## src/rtl/pipeline_pkg.sv

```systemverilog
// rtl/pipeline_pkg.sv - shared instruction layout and FSM encoding for the issue stage
package pipeline_pkg;

    localparam int INSTR_W  = 24;

    localparam int FUNC_HI  = 23;
    localparam int FUNC_LO  = 20;
    localparam int RD_HI    = 19;
    localparam int RD_LO    = 16;
    localparam int RS1_HI   = 15;
    localparam int RS1_LO   = 12;
    localparam int RS2_HI   = 11;
    localparam int RS2_LO   = 8;
    localparam int ADDR_HI  = 7;
    localparam int ADDR_LO  = 0;

    localparam int FUNC_MAX = 11;

    typedef enum logic [2:0] {
        IDLE  = 3'd0,
        FETCH = 3'd1,
        ISSUE = 3'd2,
        DRAIN = 3'd3,
        DONE  = 3'd4
    } state_e;

endpackage

```

## src/rtl/issue_scoreboard.sv

```systemverilog
// rtl/issue_scoreboard.sv - RAW hazard window of recently issued destination registers
module issue_scoreboard #(
    parameter int DEPTH = 2
) (
    input  logic       clk,
    input  logic       rst,
    input  logic       push_valid,
    input  logic [3:0] push_rd,
    input  logic [3:0] rs1,
    input  logic [3:0] rs2,
    output logic       hazard,
    output logic       empty
);

    logic [DEPTH-1:0]      vld_q, vld_d;
    logic [DEPTH-1:0][3:0] rd_q, rd_d;

    // Shift every cycle; a non-issuing cycle pushes an invalid slot so entries age out
    always_comb begin
        vld_d    = '0;
        rd_d     = '0;
        vld_d[0] = push_valid;
        rd_d[0]  = push_valid ? push_rd : 4'd0;
        for (int i = 1; i < DEPTH; i++) begin
            vld_d[i] = vld_q[i-1];
            rd_d[i]  = rd_q[i-1];
        end
    end

    // Window register
    always_ff @(posedge clk or posedge rst) begin
        if (rst) begin
            vld_q <= '0;
            rd_q  <= '0;
        end else begin
            vld_q <= vld_d;
            rd_q  <= rd_d;
        end
    end

    // Either source operand matching any live destination blocks the reader
    always_comb begin
        hazard = 1'b0;
        for (int i = 0; i < DEPTH; i++) begin
            if (vld_q[i] && ((rd_q[i] == rs1) || (rd_q[i] == rs2))) begin
                hazard = 1'b1;
            end
        end
    end

    assign empty = ~|vld_q;

endmodule

```

## src/rtl/pipeline_issue_unit.sv

```systemverilog
// rtl/pipeline_issue_unit.sv - program memory, fetch/decode and hazard-aware issue FSM
module pipeline_issue_unit #(
    parameter int PROG_AW    = 4,
    parameter int HAZ_WINDOW = 2,
    parameter int FUNC_MAX   = pipeline_pkg::FUNC_MAX
) (
    input  logic               clk1,
    input  logic               rst,
    input  logic               prog_we,
    input  logic [PROG_AW-1:0] prog_waddr,
    input  logic [23:0]        prog_wdata,
    input  logic               start,
    input  logic [PROG_AW-1:0] last_pc,
    input  logic               issue_ready,
    output logic [3:0]         rs1,
    output logic [3:0]         rs2,
    output logic [3:0]         rd,
    output logic [3:0]         func,
    output logic [7:0]         addr,
    output logic               issue_valid,
    output logic               busy,
    output logic               done,
    output logic               illegal
);

    import pipeline_pkg::*;

    logic [INSTR_W-1:0] mem [2**PROG_AW];
    logic [INSTR_W-1:0] instr_q;

    state_e             state_q, state_d;
    logic [PROG_AW-1:0] pc_q, pc_d;
    logic [PROG_AW-1:0] last_pc_q, last_pc_d;
    logic               illegal_q, illegal_d;
    logic               issue_valid_q, issue_valid_d;
    logic [3:0]         rs1_q, rs1_d, rs2_q, rs2_d, rd_q, rd_d, func_q, func_d;
    logic [7:0]         addr_q, addr_d;

    logic [3:0]         dec_func, dec_rd, dec_rs1, dec_rs2;
    logic [7:0]         dec_addr;
    logic               push_valid, advance, hazard, sb_empty;

    assign dec_func = instr_q[FUNC_HI:FUNC_LO];
    assign dec_rd   = instr_q[RD_HI:RD_LO];
    assign dec_rs1  = instr_q[RS1_HI:RS1_LO];
    assign dec_rs2  = instr_q[RS2_HI:RS2_LO];
    assign dec_addr = instr_q[ADDR_HI:ADDR_LO];

    // Host write port and fetch read port; a same-address collision reads the old word
    always_ff @(posedge clk1) begin
        if (prog_we) begin
            mem[prog_waddr] <= prog_wdata;
        end
        if (state_q == FETCH) begin
            instr_q <= mem[pc_q];
        end
    end

    issue_scoreboard #(
        .DEPTH (HAZ_WINDOW)
    ) u_scoreboard (
        .clk        (clk1),
        .rst        (rst),
        .push_valid (push_valid),
        .push_rd    (dec_rd),
        .rs1        (dec_rs1),
        .rs2        (dec_rs2),
        .hazard     (hazard),
        .empty      (sb_empty)
    );

    // Next-state, program counter and issue decision
    always_comb begin
        state_d       = state_q;
        pc_d          = pc_q;
        last_pc_d     = last_pc_q;
        illegal_d     = illegal_q;
        issue_valid_d = 1'b0;
        rs1_d         = rs1_q;
        rs2_d         = rs2_q;
        rd_d          = rd_q;
        func_d        = func_q;
        addr_d        = addr_q;
        push_valid    = 1'b0;
        advance       = 1'b0;
        case (state_q)
            IDLE: begin
                if (start) begin
                    pc_d      = '0;
                    last_pc_d = last_pc;
                    illegal_d = 1'b0;
                    state_d   = FETCH;
                end
            end
            FETCH: begin
                state_d = ISSUE;
            end
            ISSUE: begin
                if (int'(dec_func) > FUNC_MAX) begin
                    illegal_d = 1'b1;
                    advance   = 1'b1;
                end else if (!hazard && issue_ready) begin
                    rs1_d         = dec_rs1;
                    rs2_d         = dec_rs2;
                    rd_d          = dec_rd;
                    func_d        = dec_func;
                    addr_d        = dec_addr;
                    issue_valid_d = 1'b1;
                    push_valid    = 1'b1;
                    advance       = 1'b1;
                end
                // Final slot drains instead of incrementing, so pc never wraps in a run
                if (advance) begin
                    if (pc_q == last_pc_q) begin
                        state_d = DRAIN;
                    end else begin
                        pc_d    = pc_q + 1'b1;
                        state_d = FETCH;
                    end
                end
            end
            DRAIN: begin
                if (sb_empty) begin
                    state_d = DONE;
                end
            end
            DONE: begin
                state_d = IDLE;
            end
            default: begin
                state_d = IDLE;
            end
        endcase
    end

    // Control and output registers
    always_ff @(posedge clk1 or posedge rst) begin
        if (rst) begin
            state_q       <= IDLE;
            pc_q          <= '0;
            last_pc_q     <= '0;
            illegal_q     <= 1'b0;
            issue_valid_q <= 1'b0;
            rs1_q         <= '0;
            rs2_q         <= '0;
            rd_q          <= '0;
            func_q        <= '0;
            addr_q        <= '0;
        end else begin
            state_q       <= state_d;
            pc_q          <= pc_d;
            last_pc_q     <= last_pc_d;
            illegal_q     <= illegal_d;
            issue_valid_q <= issue_valid_d;
            rs1_q         <= rs1_d;
            rs2_q         <= rs2_d;
            rd_q          <= rd_d;
            func_q        <= func_d;
            addr_q        <= addr_d;
        end
    end

    assign rs1         = rs1_q;
    assign rs2         = rs2_q;
    assign rd          = rd_q;
    assign func        = func_q;
    assign addr        = addr_q;
    assign issue_valid = issue_valid_q;
    assign illegal     = illegal_q;
    assign busy        = (state_q != IDLE);
    assign done        = (state_q == DONE);

endmodule
```

## config.mk

```make
export PLATFORM = sky130hd
export DESIGN_NAME = pipeline_issue_unit
export DESIGN_NICKNAME = d
export VERILOG_FILES = /design/src/rtl/pipeline_pkg.sv /design/src/rtl/issue_scoreboard.sv /design/src/rtl/pipeline_issue_unit.sv
export SDC_FILE = /design/constraint.sdc
export NUM_CORES = 1
export LEC_CHECK = 0
export ABC_CLOCK_PERIOD_IN_PS = 2600
export BUFFER_PORTS_ARGS = -buffer_cell sky130_fd_sc_hd__buf_2
export CAP_MARGIN = 20
export CORE_MARGIN = 4
export CORE_UTILIZATION = 55
export CTS_BUF_LIST = sky130_fd_sc_hd__clkbuf_16
export DETAILED_ROUTE_END_ITERATION = 6
export GPL_TIMING_DRIVEN = 0
export PLACE_DENSITY = 0.78
export SLEW_MARGIN = 5
export SYNTH_ARGS = -nofsm -noshare
export SYNTH_HDL_FRONTEND = slang
export SYNTH_SLANG_ARGS = --single-unit
```

## constraint.sdc

```tcl
create_clock -name clk1 -period 2.6 [get_ports clk1]
set_input_delay 0.26 -clock clk1 [delete_from_list [all_inputs] [get_ports clk1]]
set_output_delay 0.26 -clock clk1 [all_outputs]
set_load 0.02 [all_outputs]
```

Yosys cells after proc, flatten, opt, wreduce, memory -nomap -nowiden
Memory sizes are Yosys's and may differ from the RTL's. A register that Yosys moved wholly into a read port is not among the register bits.
Cells that the tools add are included.
Cells by class
  mux-type cells: 22
  magnitude comparators: 1
  reductions and logical operators: 15
  eq/ne operators: 14
  bitwise gates (word level): 1
  add/sub/neg operators: 1
Operators with widths (count)
  $eq 4x4->1: 5
  $mux 4: 4
  $pmux 3 s4: 1
  $mux 1: 11
  $ne 2x2->1 const B: 5
  $mux 3: 3
  $reduce_and 3->1: 3
  $pmux 4 s2: 1
  $eq 3x2->1 const B: 2
  $add 4x1->4 const B: 1
  $gt 4x4->1 const B: 1
  $reduce_and 4->1: 1
  $eq 3x1->1 const B: 1
  $eq 3x3->1 const B: 1
  $logic_and 1x1->1: 3
  $logic_not 3->1: 1
  $reduce_bool 3->1: 1
  $logic_or 1x1->1: 2
  $mux 2: 1
  $pmux 1 s2: 1
  $reduce_and 2->1: 1
  $reduce_bool 2->1: 1
  $reduce_or 2->1: 1
  $logic_not 1->1: 1
  $not 1->1: 1
Word-level totals
  memories: 1
  bits in writable memories: 384
  flip-flop bits (word level): 47
  bits of input ports: 37
  logic and storage cells: 68
Memory list
  mem: words 16, bits a word 24, rd ports 1, clocked after Yosys merged registers in 1, wr ports 1, line pipeline_issue_unit.sv:28  | logic [INSTR_W-1:0] mem [2**PROG_AW];

Longest topological paths before layout
  depth in word-level cells: 12
  gate-level depth with buffers: 8

By module
A second synthesis with hierarchy kept.
Second synthesis, totals
  cells, all modules: 786
  area total of the unflattened synthesis: 17275.3 µm²
By module, submodules not included
  pipeline_issue_unit: seq. area each 13177.6 µm², cells an instance 747, times used 1, area an instance 16813.6 µm²
  issue_scoreboard: seq. area each 250.2 µm², cells an instance 39, times used 1, area an instance 461.7 µm²

Worst setup path after synthesis
OpenSTA, ideal clock, no wires.
  path kind: reg-to-reg
  from: register state_q[1]
  to: register instr_q[0], read port of mem, enable pin
  data required time: 2.160 ns
  library setup time: 0.440 ns
  cell stages (with the launch flop): 3
  setup slack: -0.285 ns
  buffers on the path: 1
  data arrival time: 2.445 ns
  path through: dfrtp_1 > clkbuf_1 > nor3b_1
On the way
  longest elaborated chain between the ends: 1
RTL lines
  start, declared: line pipeline_issue_unit.sv:31  | state_e state_q, state_d;
  start signal, assigned: line pipeline_issue_unit.sv:150  | state_q <= state_d;
  $eq 3x1->1: line pipeline_issue_unit.sv:54  | if (state_q == FETCH) begin
  end, declared: line pipeline_issue_unit.sv:29  | logic [INSTR_W-1:0] instr_q;
No other way between the ends.
A chain may end at the register's enable or synchronous reset.

==> impl_metrics.env <==
export IMPL_clock_latency_ns=0.55
export IMPL_yosysWarningCount=0
export IMPL_register_area_mm2=0.01340
export IMPL_ys_top_cells_by_area="edfxtp_1, mux4_2, dfrtp_1, mux2_2, mux4_1"
export IMPL_status="complete, no violations"
export IMPL_initial_core_util=0.5609
export IMPL_grt_max_degree=28
export IMPL_drt_iter0_markers=908
export IMPL_yosysTopAreaCellShare=0.7085
export IMPL_cp_end_kind="register"
export IMPL_rows=64
export IMPL_clock_sinks=454
export IMPL_drc=0
export IMPL_yosys_area_top_type="edfxtp_1"
export IMPL_slowest_stage="buf_1"
export IMPL_core_mm2=0.03083
export IMPL_post_dp_hpwl_um=23090
export IMPL_grt_pass1_wl_um=58370
export IMPL_cts_buffer_depth=3
export IMPL_async_flop_share=0.1013
export IMPL_drive_above_1_share=0.3726
export IMPL_cap_violations=0
export IMPL_critPathBufInv=2
export IMPL_synth_ff_type="edfxtp_1"
export IMPL_port_buffers=64
export IMPL_crit_type="register to register"
export IMPL_synth_edf_count=408
export IMPL_min_period_ns=2.508
export IMPL_powerDensity_mw_per_mm2=996.7
export IMPL_synth_area_mm2=0.01729
export IMPL_fin_area_mm2=0.02022
export IMPL_postRouteAntennaNets=0
export IMPL_reg2reg_from="pc_q[1]$_DFFE_PP0P_"
export IMPL_first_pass_iters=5
export IMPL_clk_pin_slew_ns=0.07
export IMPL_yosysSeqAreaShare=0.7751
export IMPL_synthesis_nets=766
export IMPL_finalCritPeriodShare=0.9648
export IMPL_antenna_found_initial=2
export IMPL_cp_max_fo=10
export IMPL_critPathMaxStageDelay_ns=0.65
export IMPL_finalHoldViolCount=0
export IMPL_hold_end="mem[13][2]$_DFFE_PP_"
export IMPL_rr_worst_depth=4
export IMPL_skew_ns=0.01945
export IMPL_setup_violations=0
export IMPL_wire_per_inst_um=30.84
export IMPL_clock_fmax_mhz=398.7
export IMPL_routed_wl_um=39970
export IMPL_grt_pass1_vias=8657
export IMPL_holdPathStages=1
export IMPL_grt_overflow_total=0
export IMPL_hold_ws_ns=0.08373
export IMPL_hp_class="primary input to register"
export IMPL_io_pins=65
export IMPL_peakVddDrop_uv=585.2
export IMPL_vias_per_cell=6.437
export IMPL_path_cells="buf_2, buf_1, mux4_2, mux4_2"
export IMPL_grt_use_total=0.2393
export IMPL_cts_buffers=44
export IMPL_fin_cells=1296
export IMPL_die_h_um=185.3
export IMPL_fillers=1880
export IMPL_rrSetupSlack_ns=0.09
export IMPL_drv_slew=0
export IMPL_place_area_mm2=0.01870
export IMPL_cts_tree="built"
export IMPL_slew_headroom=0.4050
export IMPL_nets=905
export IMPL_synth_seq_cells=454
export IMPL_die_area_mm2=0.03434
export IMPL_ctsHtreeMaxLevel=2
export IMPL_root_buffer="clkbuf_16"
export IMPL_rsz0062_at_grt="no"
export IMPL_num_vias=8342
export IMPL_syn_to_final_growth_pct=16.91
export IMPL_postCtsSetupRepairBufs=0
export IMPL_p_leak_uw=0.006746
export IMPL_path_common_cell="mux4_2"
export IMPL_synth_cell_types=38
export IMPL_arrival_ns=2.77
export IMPL_path_delay_family="multiplexers"
export IMPL_worstMarginPinSlew_ns=0.8876
export IMPL_gp_congestion=0.7460
export IMPL_die_w_um=185.3
export IMPL_postSynthAreaPerCell_um2=23.75
export IMPL_min_from="prog_wdata[2]"
export IMPL_dp_cells=1212
export IMPL_timing_rr_end="instr_q[15]$_DFFE_PN_"
export IMPL_start_kind="register"
export IMPL_syn_instance_count=728
export IMPL_required_ns=2.86
export IMPL_multi_input_area_mm2=0.003786
## state kept, by name (all words and copies together) (netlist names), 2 cells and up
signal              count
state_q                 3
pc_q                    4
rs2                     4
addr                    8
instr_q                24
rd                      4
u_scoreboard.rd_d       4
u_scoreboard.rd_q       4
rs1                     4
mem                   384
u_scoreboard.vld_q      2
func                    4
last_pc_q               4
## layout make-up
cell class | count | area share
flip-flops and latches | 454 | 0.6630
multi-input cells | 240 | 0.1873
clock buffers | 45 | 0.05570
repair buffers | 93 | 0.04110
well taps | 396 | 0.02451
clock inverters | 33 | 0.01646
plain buffers | 32 | 0.01145
inverters | 2 | 0.0003714
diodes | 1 | 0.0001238
## worst reg2reg max path, stage by stage, from the launching register on
cell and delay (ns):
dfrtp_1 0.34, buf_2 0.28, buf_1 0.65, mux4_2 0.44
mux4_2 0.52
## logic make-up (layout without fill, tap and decap cells)
logic type | after synthesis | in the layout | synth area share
flip-flops | 454 | 454 | 0.7751
multiplexers | 148 | 148 | 0.1769
AND/OR/NAND/NOR | 54 | 54 | 0.01708
buffers and inverters | 34 | 205 | 0.01331
XOR/XNOR | 20 | 20 | 0.01013
AO/OA/AOI/OAI | 17 | 17 | 0.006729
adder cells (fa/ha/maj) | 1 | 1 | 0.0007235
other | 0 | 1 | 0
## routing by layer
metal | vias up | GRT usage | routed length [um]
met1 | 4373 | 0.3197 | 14860
met5 | - | 0 | 13
met4 | 2 | 0.07487 | 1064
met2 | 528 | 0.3928 | 20100
met3 | 69 | 0.06343 | 3935
li1 | 3370 | - | -
## cells in the mapped netlist (2+ instances only)
library cell / count
nand2_1: 3
buf_1: 5
nand2b_1: 3
mux2_4: 3
nand3_1: 5
nand3b_1: 3
mux4_2: 112
buf_6: 11
clkbuf_1: 6
xor2_1: 20
inv_1: 2
mux2_2: 25
buf_4: 3
o21ai_0: 3
a31oi_1: 2
nor3_1: 5
nor2_1: 17
dfrtp_1: 46
mux4_1: 8
a21oi_1: 2
and2_1: 4
nor3b_1: 2
nor4_1: 5
edfxtp_1: 408
a21o_1: 4
buf_2: 7
o41ai_1: 3
## report_power, final
| part | internal (uW) | leakage (uW) | switching (uW) | total, uW |
|---|---|---|---|---|
| combinational | 2240 | 0.00174 | 2430 | 4670 |
| sequential | 8670 | 0.00427 | 342 | 9010 |
| clock | 3830 | 0.000735 | 2640 | 6470 |
| total | 14700 | 0.00675 | 5410 | 20100 |
## metrics by stage
step	power [uW]	util	setup WS [ns]	TNS, ns
finish	20150	0.6557	0.09160	0
global route	20910	0.6557	0.05105	0
CTS	20240	0.6554	0.0009959	0
detailed placement	13760	0.6064	-0.02655	-0.03763
global placement	13550	0.5877	-1.992	-339.49
floorplan	12300	-	0.02304	0
## layout by cell type (no fill, tap or decap), drive strengths merged, types with 2 or more instances in the layout
cell         netlist  final
nand3b             3      3
clkinvlp           0      2
dfrtp             46     46
xor2              20     20
a21oi              2      2
o21ai              4      4
bufinv             0      7
and2               4      4
nand2              3      3
clkinv             0     14
nor3b              2      2
a31oi              2      2
nand2b             3      3
o41ai              3      3
nor3               5      5
a21o               4      4
edfxtp           408    408
nand3              5      5
inv                2     12
or2                2      2
nor2              17     17
dlygate4sd3        0      5
nor4               6      6
buf               26    111
clkbuf             6     54
mux2              28     28
mux4             120    120
## repair_timing
action	CTS	global route
cloned	0	0
endpoints found under the hold margin	23	0
endpoints found under the setup margin	8	11
resized for setup	1	9
hold buffers	5	0
## how the worst max path moves through the flow
stage                     cells after the start  slack, ns                 from                    end
after CTS                                     4      0.001  pc_q[1]$_DFFE_PP0P_   instr_q[7]$_DFFE_PN_
after detailed placement                      4      -0.03  pc_q[1]$_DFFE_PP0P_  instr_q[13]$_DFFE_PN_
after floorplan                               2       0.02        prog_waddr[2]    mem[8][0]$_DFFE_PP_
after global routing                          4       0.05  pc_q[1]$_DFFE_PP0P_  instr_q[10]$_DFFE_PN_
after global placement                        3      -1.99              prog_we  mem[12][16]$_DFFE_PP_
final                                         4       0.09  pc_q[1]$_DFFE_PP0P_  instr_q[15]$_DFFE_PN_
Note: power is estimated with default switching activity, not from simulation.
